--- config.mk ---
export PLATFORM = sky130hd
export DESIGN_NAME = count_ctrl_flat
export DESIGN_NICKNAME = d
export VERILOG_FILES = /design/src/rtl/count_ctrl_pkg.sv /design/src/rtl/count_ctrl_if.sv /design/src/rtl/count_core.sv /design/src/rtl/count_ctrl.sv /design/src/flat_wrapper.sv
export SDC_FILE = /design/constraint.sdc
export NUM_CORES = 1
export LEC_CHECK = 0
export ABC_AREA = 1
export CORE_ASPECT_RATIO = 0.75
export CORE_MARGIN = 2
export CORE_UTILIZATION = 23
export CTS_BUF_LIST = sky130_fd_sc_hd__clkbuf_4
export DETAILED_ROUTE_END_ITERATION = 10
export MAX_ROUTING_LAYER = met4
export PLACE_DENSITY_LB_ADDON = 0.25
export REMOVE_ABC_BUFFERS = 1
export SYNTH_ARGS = -nofsm -noshare
export SYNTH_HDL_FRONTEND = slang
export SYNTH_SLANG_ARGS = --single-unit
--- constraint.sdc ---
create_clock -name NEclk -period 3.4 [get_ports NEclk]
set_clock_uncertainty 0.1 [all_clocks]
set_input_delay 0.68 -clock NEclk [delete_from_list [all_inputs] [get_ports NEclk]]
set_output_delay 0.68 -clock NEclk [all_outputs]
set_load 0.005 [all_outputs]
--- src/rtl/count_ctrl_pkg.sv ---
// count_ctrl_pkg -- shared definitions for the count_ctrl block.
//   state_t      : FSM state encoding (IDLE/RUN/PAUSE/DONE)
//   MODE_ONESHOT : mode value that stops in DONE at the terminal count
//   MODE_RELOAD  : mode value that wraps to zero at the terminal count
package count_ctrl_pkg;

  typedef enum logic [1:0] {
    IDLE  = 2'b00,
    RUN   = 2'b01,
    PAUSE = 2'b10,
    DONE  = 2'b11
  } state_t;

  localparam logic MODE_ONESHOT = 1'b0;
  localparam logic MODE_RELOAD  = 1'b1;

endpackage

--- src/rtl/count_ctrl_if.sv ---
// count_ctrl_if -- request/status bundle between a controller and count_ctrl.
//   start, stop, clear : per-edge requests (priority clear > stop > start)
//   mode               : one-shot / auto-reload select
//   limit              : terminal count, BITS wide, sampled every edge
//   count              : current count, BITS wide
//   running            : high while the FSM is in RUN
//   done               : one-cycle terminal-count pulse
// Modports: master drives the requests, slave (the counter) drives status.
interface count_ctrl_if #(
  parameter int BITS = 4
);

  logic            start;
  logic            stop;
  logic            clear;
  logic            mode;
  logic [BITS-1:0] limit;
  logic [BITS-1:0] count;
  logic            running;
  logic            done;

  modport master (
    output start, stop, clear, mode, limit,
    input  count, running, done
  );

  modport slave (
    input  start, stop, clear, mode, limit,
    output count, running, done
  );

endinterface

--- src/rtl/count_core.sv ---
// count_core -- BITS-wide up-counter, state changes on the falling clock edge.
//   clk       : clock (falling edge active)
//   rst_n     : asynchronous active-low reset, clears the count
//   en        : increment by one (modulo 2^BITS)
//   load_zero : synchronous load of zero, dominates en
//   count     : registered count value
module count_core #(
  parameter int BITS = 4
) (
  input  logic            clk,
  input  logic            rst_n,
  input  logic            en,
  input  logic            load_zero,
  output logic [BITS-1:0] count
);

  always_ff @(negedge clk or negedge rst_n) begin
    if (!rst_n) begin
      count <= '0;
    end else if (load_zero) begin
      count <= '0;
    end else if (en) begin
      count <= count + BITS'(1);
    end
  end

endmodule

--- src/rtl/count_ctrl.sv ---
// count_ctrl -- start/stop/pause counter controller with one-shot and
// auto-reload modes. All state updates on the falling edge of NEclk.
//   NEclk  : clock (falling edge active)
//   Nreset : asynchronous active-low reset
//   bus    : count_ctrl_if.slave (start, stop, clear, mode, limit in;
//            count, running, done out)
// Optional feature: define COUNT_CTRL_PRESCALE_EN to add parameter PRESCALE;
// a count tick then occurs only every PRESCALE edges spent in RUN.
module count_ctrl
  import count_ctrl_pkg::*;
#(
  parameter int BITS = 4
`ifdef COUNT_CTRL_PRESCALE_EN
  , parameter int PRESCALE = 4
`endif
) (
  input  logic        NEclk,
  input  logic        Nreset,
  count_ctrl_if.slave bus
);

  state_t          state;
  state_t          nxt;
  logic            running_q;
  logic            done_q;
  logic            done_n;
  logic            core_en;
  logic            core_zero;
  logic            tick;
  logic            start_ok;
  logic [BITS-1:0] cnt;

  // start only acts when stop is not requested on the same edge
  assign start_ok = bus.start && !bus.stop;

`ifdef COUNT_CTRL_PRESCALE_EN
  localparam int            PW       = (PRESCALE > 1) ? $clog2(PRESCALE) : 1;
  localparam logic [PW-1:0] PRE_LAST = PW'(PRESCALE - 1);

  logic [PW-1:0] pre;
  logic          pre_clr;
  logic          pre_adv;

  assign tick = (pre == PRE_LAST);

  // Prescaler restarts on clear and on a fresh run from IDLE or DONE;
  // it only advances on non-stop edges in RUN, so it holds across PAUSE.
  always_comb begin
    pre_clr = bus.clear || (start_ok && ((state == IDLE) || (state == DONE)));
    pre_adv = (state == RUN) && !bus.stop && !bus.clear;
  end

  always_ff @(negedge NEclk or negedge Nreset) begin
    if (!Nreset) begin
      pre <= '0;
    end else if (pre_clr) begin
      pre <= '0;
    end else if (pre_adv) begin
      pre <= tick ? '0 : pre + PW'(1);
    end
  end
`else
  assign tick = 1'b1;
`endif

  // Next-state and counter control for the coming edge
  always_comb begin
    nxt       = state;
    core_en   = 1'b0;
    core_zero = 1'b0;
    done_n    = 1'b0;
    if (bus.clear) begin
      nxt       = IDLE;
      core_zero = 1'b1;
    end else begin
      case (state)
        IDLE: begin
          core_zero = 1'b1;
          if (start_ok) nxt = RUN;
        end
        RUN: begin
          // stop suppresses both the increment and the done pulse
          if (bus.stop) begin
            nxt = PAUSE;
          end else if (tick) begin
            if (cnt == bus.limit) begin
              done_n = 1'b1;
              if (bus.mode == MODE_RELOAD) core_zero = 1'b1;
              else                         nxt       = DONE;
            end else begin
              core_en = 1'b1;
            end
          end
        end
        PAUSE: begin
          if (start_ok) nxt = RUN;
        end
        DONE: begin
          if (start_ok) begin
            nxt       = RUN;
            core_zero = 1'b1;
          end
        end
        default: nxt = IDLE;
      endcase
    end
  end

  always_ff @(negedge NEclk or negedge Nreset) begin
    if (!Nreset) begin
      state     <= IDLE;
      running_q <= 1'b0;
      done_q    <= 1'b0;
    end else begin
      state     <= nxt;
      running_q <= (nxt == RUN);
      done_q    <= done_n;
    end
  end

  count_core #(
    .BITS (BITS)
  ) u_core (
    .clk       (NEclk),
    .rst_n     (Nreset),
    .en        (core_en),
    .load_zero (core_zero),
    .count     (cnt)
  );

  assign bus.count   = cnt;
  assign bus.running = running_q;
  assign bus.done    = done_q;

endmodule
--- src/flat_wrapper.sv ---
// flat-port wrapper written by rule: the top's interface ports become plain ports
module count_ctrl_flat import count_ctrl_pkg::*;
#(
  parameter int BITS = 4

)
  (NEclk, Nreset, bus_start, bus_stop, bus_clear, bus_mode, bus_limit, bus_count, bus_running, bus_done);
  count_ctrl_if #(.BITS(BITS)) bus_i ();
  input  logic NEclk;
  input  logic Nreset;
  input wire logic [$bits(bus_i.start)-1:0] bus_start;
  input wire logic [$bits(bus_i.stop)-1:0] bus_stop;
  input wire logic [$bits(bus_i.clear)-1:0] bus_clear;
  input wire logic [$bits(bus_i.mode)-1:0] bus_mode;
  input wire logic [$bits(bus_i.limit)-1:0] bus_limit;
  output wire logic [$bits(bus_i.count)-1:0] bus_count;
  output wire logic [$bits(bus_i.running)-1:0] bus_running;
  output wire logic [$bits(bus_i.done)-1:0] bus_done;
  assign bus_i.start = bus_start;
  assign bus_i.stop = bus_stop;
  assign bus_i.clear = bus_clear;
  assign bus_i.mode = bus_mode;
  assign bus_i.limit = bus_limit;
  assign bus_count = bus_i.count;
  assign bus_running = bus_i.running;
  assign bus_done = bus_i.done;
  count_ctrl #(.BITS(BITS)) u_core (.NEclk(NEclk), .Nreset(Nreset), .bus(bus_i));
endmodule
Word-level counts from Yosys, hierarchy flattened. Cells that the tools add are included.

Register bits: 8. Output and inout port bits: 6. Logic and storage cells: 37.

Add/sub/neg operators: 1. Reduce and logical (&&, ||, !) cells: 5. Equal/unequal tests: 5. Mux-type cells: 22.

Operators with widths (count): 1-bit two-way mux (13); 2-bit two-way mux (5); 4-bit two-way mux (2); 4-bit by 1-bit adder with 4-bit output (second input constant) (1); 2-bit by 1-bit == test with 1-bit output (second input constant) (2); 2-bit == test (second input constant) (2); 4-bit == test (1); 2-bit case mux with 2 select lines (1); 1-bit case mux with 3 select lines (1); 3-bit OR reduction (1); 2-bit logical NOT (1); 2-bit nonzero test (1); 1-bit logical AND (1); 1-bit logical NOT (1).

Logic depth before layout (Yosys ltp). Gate-level depths: netlist of the first run.

Depth in word-level cells: 7. Gate-level depth with buffers: 10. Mapped depth without buffers: 10.

Modules after synthesis. From an unflattened synthesis of the first run, not the netlist that was laid out.

Cell total of the unflattened synthesis: 76. Area, all modules: 525.5 µm².

Modules (own cells, without submodules): count_ctrl (cells each 52, instances 1, area an instance 324.1 µm², seq. area each 100.1 µm²); count_core (cells each 24, instances 1, area an instance 201.4 µm², seq. area each 100.1 µm²).

==> impl_metrics.csv, run 1 <==
group,metric,value,unit
run,max-cap-violations,0,
drt,vias,493,
final_layout,final_common_cell,"nand2_1",
pwr,p_comb_share,16.4,%
synth,synth_top_area_share,36.7,%
setup_path,cp_slowest_stage_delay,0.39,ns
synth,yosysUniqueCellTypes,17,
floorplanning,die_w,60.2,µm
setup_path,worstPathRequired,2.62,ns
synth,synth_area_leader_cell,"dfrtn_1",
pwr,p_leak,0.423,nW
synth,syn_inst,73,
final_layout,syn2layout_area_growth,43.8,%
timing,whs,0.478,ns
setup_path,critPathTopFamily,"flip-flops",
synth,synth_seq_area_share,36.7,%
timing,worst_pin_slew,0.372,ns
synth,yosysWarnings,0,
grt,grt_pass1_vias,445,
synth,synth_area,546,µm²
cts,root_buffer,"clkbuf_4",
drt,drc,0,
drt,drt_iter0_drc,10,
pwr,power.density,256,nW/µm²
setup_path,crit_start,"u_core.bus.done",
floorplanning,rows,15,
cts,clock_latency,0.26,ns
cts,cts_max_level,1,
cts,cts_buffers,3,
floorplanning,initial_core_util,24.0,%
setup_path,r2r_start,"u_core.u_core.count[0]",
drt,routedWlPerCell,8.27,µm
floorplanning,boundaryPins,16,
setup_path,ff2ff_setup_slack,1.92,ns
drt,ant_nets,0,
placed_design,place_congestion,0.798,
setup_path,slowest_stage,"dfrtn_1",
hold_path,hold_path.class,"register to register",
setup_path,setup.worst_path.start_class,"register",
setup_path,worst-path-buf-inv,1,
grt,grt_max_degree,9,
final_layout,nets,110,
placed_design,placed_area,776,µm²
timing,slew_headroom,75.1,%
cts,tritoncts,"built",
pwr,p_sw,47.6,µW
setup_path,crit_path_cell_trace,"dlygate4sd2_1",
grt,grt.overflow.total,0,
final_layout,layout_common_cells,"nand2_1, inv_1, nand2_2, dfrtn_1, dlygate4sd2_1",
pwr,pwr-share-clk,34.6,%
placed_design,io_buffer_count,15,
cts,path_clk_slew,0.04,ns
final_layout,drive_gt1_share,32.0,%
grt,track_usage,9.25,%
drt,wirelength,1080,µm
setup_path,crit_type,"register to output port",
setup_path,cp.arrival,2.58,ns
cts,clock-sinks,8,
cts,cts.path.max_buffers,2,
status,outcome,"complete, no violations",
grt,antenna_found_initial,0,
floorplanning,die_area,2780,µm²
placed_design,place_inst,127,
drt,dr.pass1.iters,4,
timing,final-hold-violation-count,0,
pwr,seq_power_share,49.0,%
final_layout,final_area,785,µm²
setup_path,cp-endpoint,"bus_done",
pwr,total_power,201,µW
setup_path,r2r_cells,9,
pwr,p_sw_share,23.6,%
timing,drv_slew,0,
final_layout,num_antenna_cells,0,
timing,setup_viol,0,
final_layout,final_cells,131,
setup_path,path_depth,1,
floorplanning,core,2270,µm²
synth,synthTopCellsByArea,"dfrtn_1, nand2_1, inv_1",
setup_path,worstPathMaxFanout,1,
final_layout,fillCellCount,251,
timing,rsz0062_at_grt,"false",
setup_path,reg2reg_to,"u_core.bus.running",
pwr,max-vdd-ir-drop,106,µV
grt,grt_pass1_wl,1790,µm
setup_path,worstSetupEndpointType,"output port",
drt,viasPerCell,3.76,
floorplanning,die-height,46.2,µm
synth,syn_area_per_cell,7.47,µm²
placed_design,hpwl,915,µm
cts,ctsHoldBuffers,0,
synth,yosys_register_bits,8,
pwr,p_int,154,µW
-- logic make-up (layout without fill, tap and decap cells) --
family / after synthesis / count (layout) / synth area share [%]
buffers and inverters: 16 / 40 / 11.0
flip-flops: 8 / 8 / 36.7
XOR/XNOR: 1 / 1 / 1.61
AO/OA/AOI/OAI: 2 / 2 / 2.98
adder cells (fa/ha/maj): 1 / 1 / 2.29
AND/OR/NAND/NOR: 45 / 45 / 45.4
-- metrics by stage --
stage / util [%] / setup slack (ns) / setup TNS (ns)
floorplan: - / 0.158 / 0
global placement: 34.2 / -0.413 / -2.83
detailed placement: 34.2 / -0.432 / -2.85
CTS: 35.1 / 0.0147 / 0
global route: 34.5 / 0.00567 / 0
finish: 34.5 / 0.0405 / 0
-- cell type report --
class / count / area (µm²) / area share (%)
Timing Repair Buffer: 21 / 171 / 21.9
Tap cell: 34 / 42.5 / 5.42
Sequential cell: 8 / 200 / 25.5
Multi-Input combinational cell: 49 / 288 / 36.7
Inverter: 16 / 60.1 / 7.66
Clock buffer: 3 / 22.5 / 2.87
-- power groups by stage --
| stage | clock (mW) | combinational (mW) | sequential (mW) |
|---|---|---|---|
| finish | 0.0696 | 0.0330 | 0.0985 |
| global placement | 0 | 0.0351 | 0.100 |
| floorplan | 0 | 0.0168 | 0.100 |
| global route | 0.0780 | 0.0367 | 0.0987 |
| detailed placement | 0 | 0.0354 | 0.100 |
| CTS | 0.0725 | 0.0337 | 0.0985 |
-- cells in the mapped netlist --
cell type   n
inv_2       3
nand3_1     3
inv_1      13
xor2_1      1
nand2_1    20
nand4_1     3
nand2_4     2
nor2_2      1
dfrtn_1     8
nand2_2     7
ha_1        1
and3_4      1
nor4_1      1
nor2_1      4
o211ai_1    1
a21oi_2     1
nor2_4      3
-- layer usage --
layer,vias to the layer above,track usage (%),part of all wire (%)
met5,-,-,0
met4,0,5.33,1.1
met3,2,2.81,3.5
met2,8,12.8,41
met1,209,11.8,54
li1,274,-,-
-- registers in the layout, summed over array words and instances, names as in the netlist --
name                 count
u_core.bus.running       1
u_core.state             2
u_core.bus.done          1
u_core.u_core.count      4
-- worst min-delay path by stage --
stage,start,to,slack [ns],cells past startpoint
floorplan,u_core.u_core.count[3],u_core.u_core.count[3],0.39,3
global placement,u_core.state[1],u_core.state[0],0.48,2
detailed placement,u_core.state[1],u_core.state[0],0.47,2
CTS,u_core.state[1],u_core.state[0],0.48,2
global route,u_core.state[1],u_core.state[0],0.52,2
finish,u_core.state[1],u_core.state[0],0.48,2
-- what timing repair did --
| action | in CTS | in global routing |
|---|---|---|
| pin swaps | 3 | 0 |
| gates cloned | 0 | 0 |
| setup buffers | 1 | 0 |
| hold endpoints to repair | 0 | 0 |
| setup endpoints to repair | 13 | 4 |
| resized for setup | 14 | 5 |
(Power assumes the default switching activity.)
==> run 2: changes to the inputs <==
--- a/config.mk
+++ b/config.mk
@@ -6,11 +6,10 @@
 export NUM_CORES = 1
 export LEC_CHECK = 0
 export ABC_AREA = 1
-export CORE_ASPECT_RATIO = 0.75
-export CORE_MARGIN = 2
-export CORE_UTILIZATION = 23
+export CORE_AREA = 2 2 39 41
 export CTS_BUF_LIST = sky130_fd_sc_hd__clkbuf_4
 export DETAILED_ROUTE_END_ITERATION = 10
+export DIE_AREA = 0 0 41 43
 export MAX_ROUTING_LAYER = met4
 export PLACE_DENSITY_LB_ADDON = 0.25
 export REMOVE_ABC_BUFFERS = 1
==> run 2 against run 1 <==
Net effect:
- critical endpoint is now bus_count[2]
- highest routed layer unchanged
- final cell count shrank 13%
- die area shrank 37%
- largest cell class unchanged
- combinational power grew 4%
- count of clock-buffer cells in the layout is the same
- critical path type unchanged
- via count grew 5.1%
==> impl_metrics.csv, run 2 (synthesized netlist as in run 1, its figures left out) <==
group,metric,value,unit
status,outcome,"complete, no violations",
drt,routedWlPerCell,9.76,µm
floorplanning,rows,14,
drt,drt-met1-wl,476,µm
drt,vias,518,
pwr,p_leak,0.428,nW
setup_path,worst-path-buf-inv,1,
placed_design,place_congestion,0.835,
timing,worst_slack,0.0424,ns
setup_path,critPathTopFamily,"flip-flops",
final_layout,fillCellCount,152,
placed_design,placed_area,768,µm²
setup_path,path_depth,1,
grt,grt_pass1_wl,1820,µm
drt,wirelength,1110,µm
floorplanning,die-height,43,µm
final_layout,drive_gt1_share,31.6,%
cts,cts.path.max_buffers,2,
cts,cts_buffers,3,
drt,top_layer_used,"met4",
cts,cts_max_level,1,
floorplanning,initial_core_util,39.4,%
cts,ctsHoldBuffers,0,
setup_path,worstPathMaxFanout,2,
floorplanning,boundaryPins,16,
drt,wl_met2,548,µm
timing,slew_headroom,75.4,%
cts,tritoncts,"built",
cts,clock_latency,0.27,ns
grt,antenna_found_initial,0,
cts,clock-sinks,8,
drt,drc,0,
cts,path_clk_slew,0.05,ns
drt,viasPerCell,4.54,
run,max-cap-violations,0,
setup_path,cp_slowest_stage_delay,0.41,ns
timing,rsz0062_at_grt,"false",
hold_path,hold_path_depth,2,
final_layout,num_antenna_cells,0,
timing,final-hold-violation-count,0,
timing,setup_viol,0,
final_layout,final_util,56.0,%
drt,met3_length,80,µm
setup_path,crit_type,"register to output port",
drt,ant_nets,0,
final_layout,final_cells,114,
setup_path,cp.arrival,2.58,ns
drt,drt_iter0_drc,3,
pwr,total_power,206,µW
placed_design,place_inst,111,
final_layout,top_register,"u_core.u_core.count",
floorplanning,die_w,41,µm
grt,grt_max_degree,9,
placed_design,hpwl,911,µm
setup_path,worstPathRequired,2.62,ns
final_layout,final_common_cell,"nand2_1",
setup_path,slowest_stage,"dfrtn_1",
grt,track_usage,16.0,%
final_layout,layout_common_cells,"nand2_1, inv_1, nand2_2, dfrtn_1",
final_layout,syn2layout_area_growth,42.0,%
drt,dr.pass1.iters,2,
setup_path,worstSetupEndpointType,"output port",
floorplanning,die_area,1760,µm²
final_layout,final_area,774,µm²
final_layout,nets,111,
pwr,max-vdd-ir-drop,256,µV
pwr,power.density,266,nW/µm²
timing,worst_pin_slew,0.368,ns
setup_path,crit_path_cell_trace,"clkdlybuf4s15_1",
final_layout,reg.largest.list,"u_core.u_core.count (4), u_core.state (2)",
timing,drv_slew,0,
setup_path,setup.worst_path.start_class,"register",
placed_design,io_buffer_count,15,
grt,grt.overflow.total,0,
hold_path,hold_path.class,"register to register",
cts,root_buffer,"clkbuf_4",
setup_path,r2r_cells,9,
final_layout,largest_reg_flops,4,
grt,grt_pass1_vias,477,
placed_design,place_worst_setup_slack,-0.413,ns
floorplanning,core,1380,µm²
run 2: area by class of cell:
cell class	instances	area (µm²)	area share, %
Sequential cell	8	200	25.8
Clock buffer	3	22.5	2.91
Multi-Input combinational cell	49	288	37.2
Tap cell	16	20.0	2.58
Inverter	16	60.1	7.75
Timing Repair Buffer	22	184	23.7
run 2: worst paths after layout:
path / from / slack [ns] / to
setup reg to reg: u_core.u_core.count[3] / 1.91 / u_core.bus.running
max in group asynchronous: Nreset / 0.71 / u_core.u_core.count[1]
min in group asynchronous: Nreset / 2.18 / u_core.u_core.count[2]
hold / removal: u_core.state[0] / 0.48 / u_core.bus.done
setup / recovery: u_core.u_core.count[2] / 0.04 / bus_count[2]
hold reg to reg: u_core.state[0] / 0.48 / u_core.bus.done
run 2: through the flow:
stage	hold WS [ns]	setup TNS, ns
finish	0.483	0
global route	0.535	0
CTS	0.489	0
detailed placement	0.496	-2.82
global placement	0.476	-2.74
floorplan	0.391	0
run 2: timing repair:
item                                   4_1_cts  5_1_grt
resized for setup                           12        6
setup buffers                                0        0
setup endpoints to repair                   13        4
pin swaps                                    4        0
gates cloned                                 0        0
endpoints found under the hold margin        0        0
run 2: where the power goes:
group          switching, mW  internal, mW
clock network         0.0327        0.0404
registers           0.000958        0.0975
logic                 0.0179        0.0165
total                 0.0515         0.154
run 2: routing by layer:
layer | GRT usage, % | vias to the layer above
met4 | 4.00 | 0
met1 | 17.9 | 229
met5 | - | -
met2 | 23.1 | 15
li1 | - | 272
met3 | 10.5 | 2
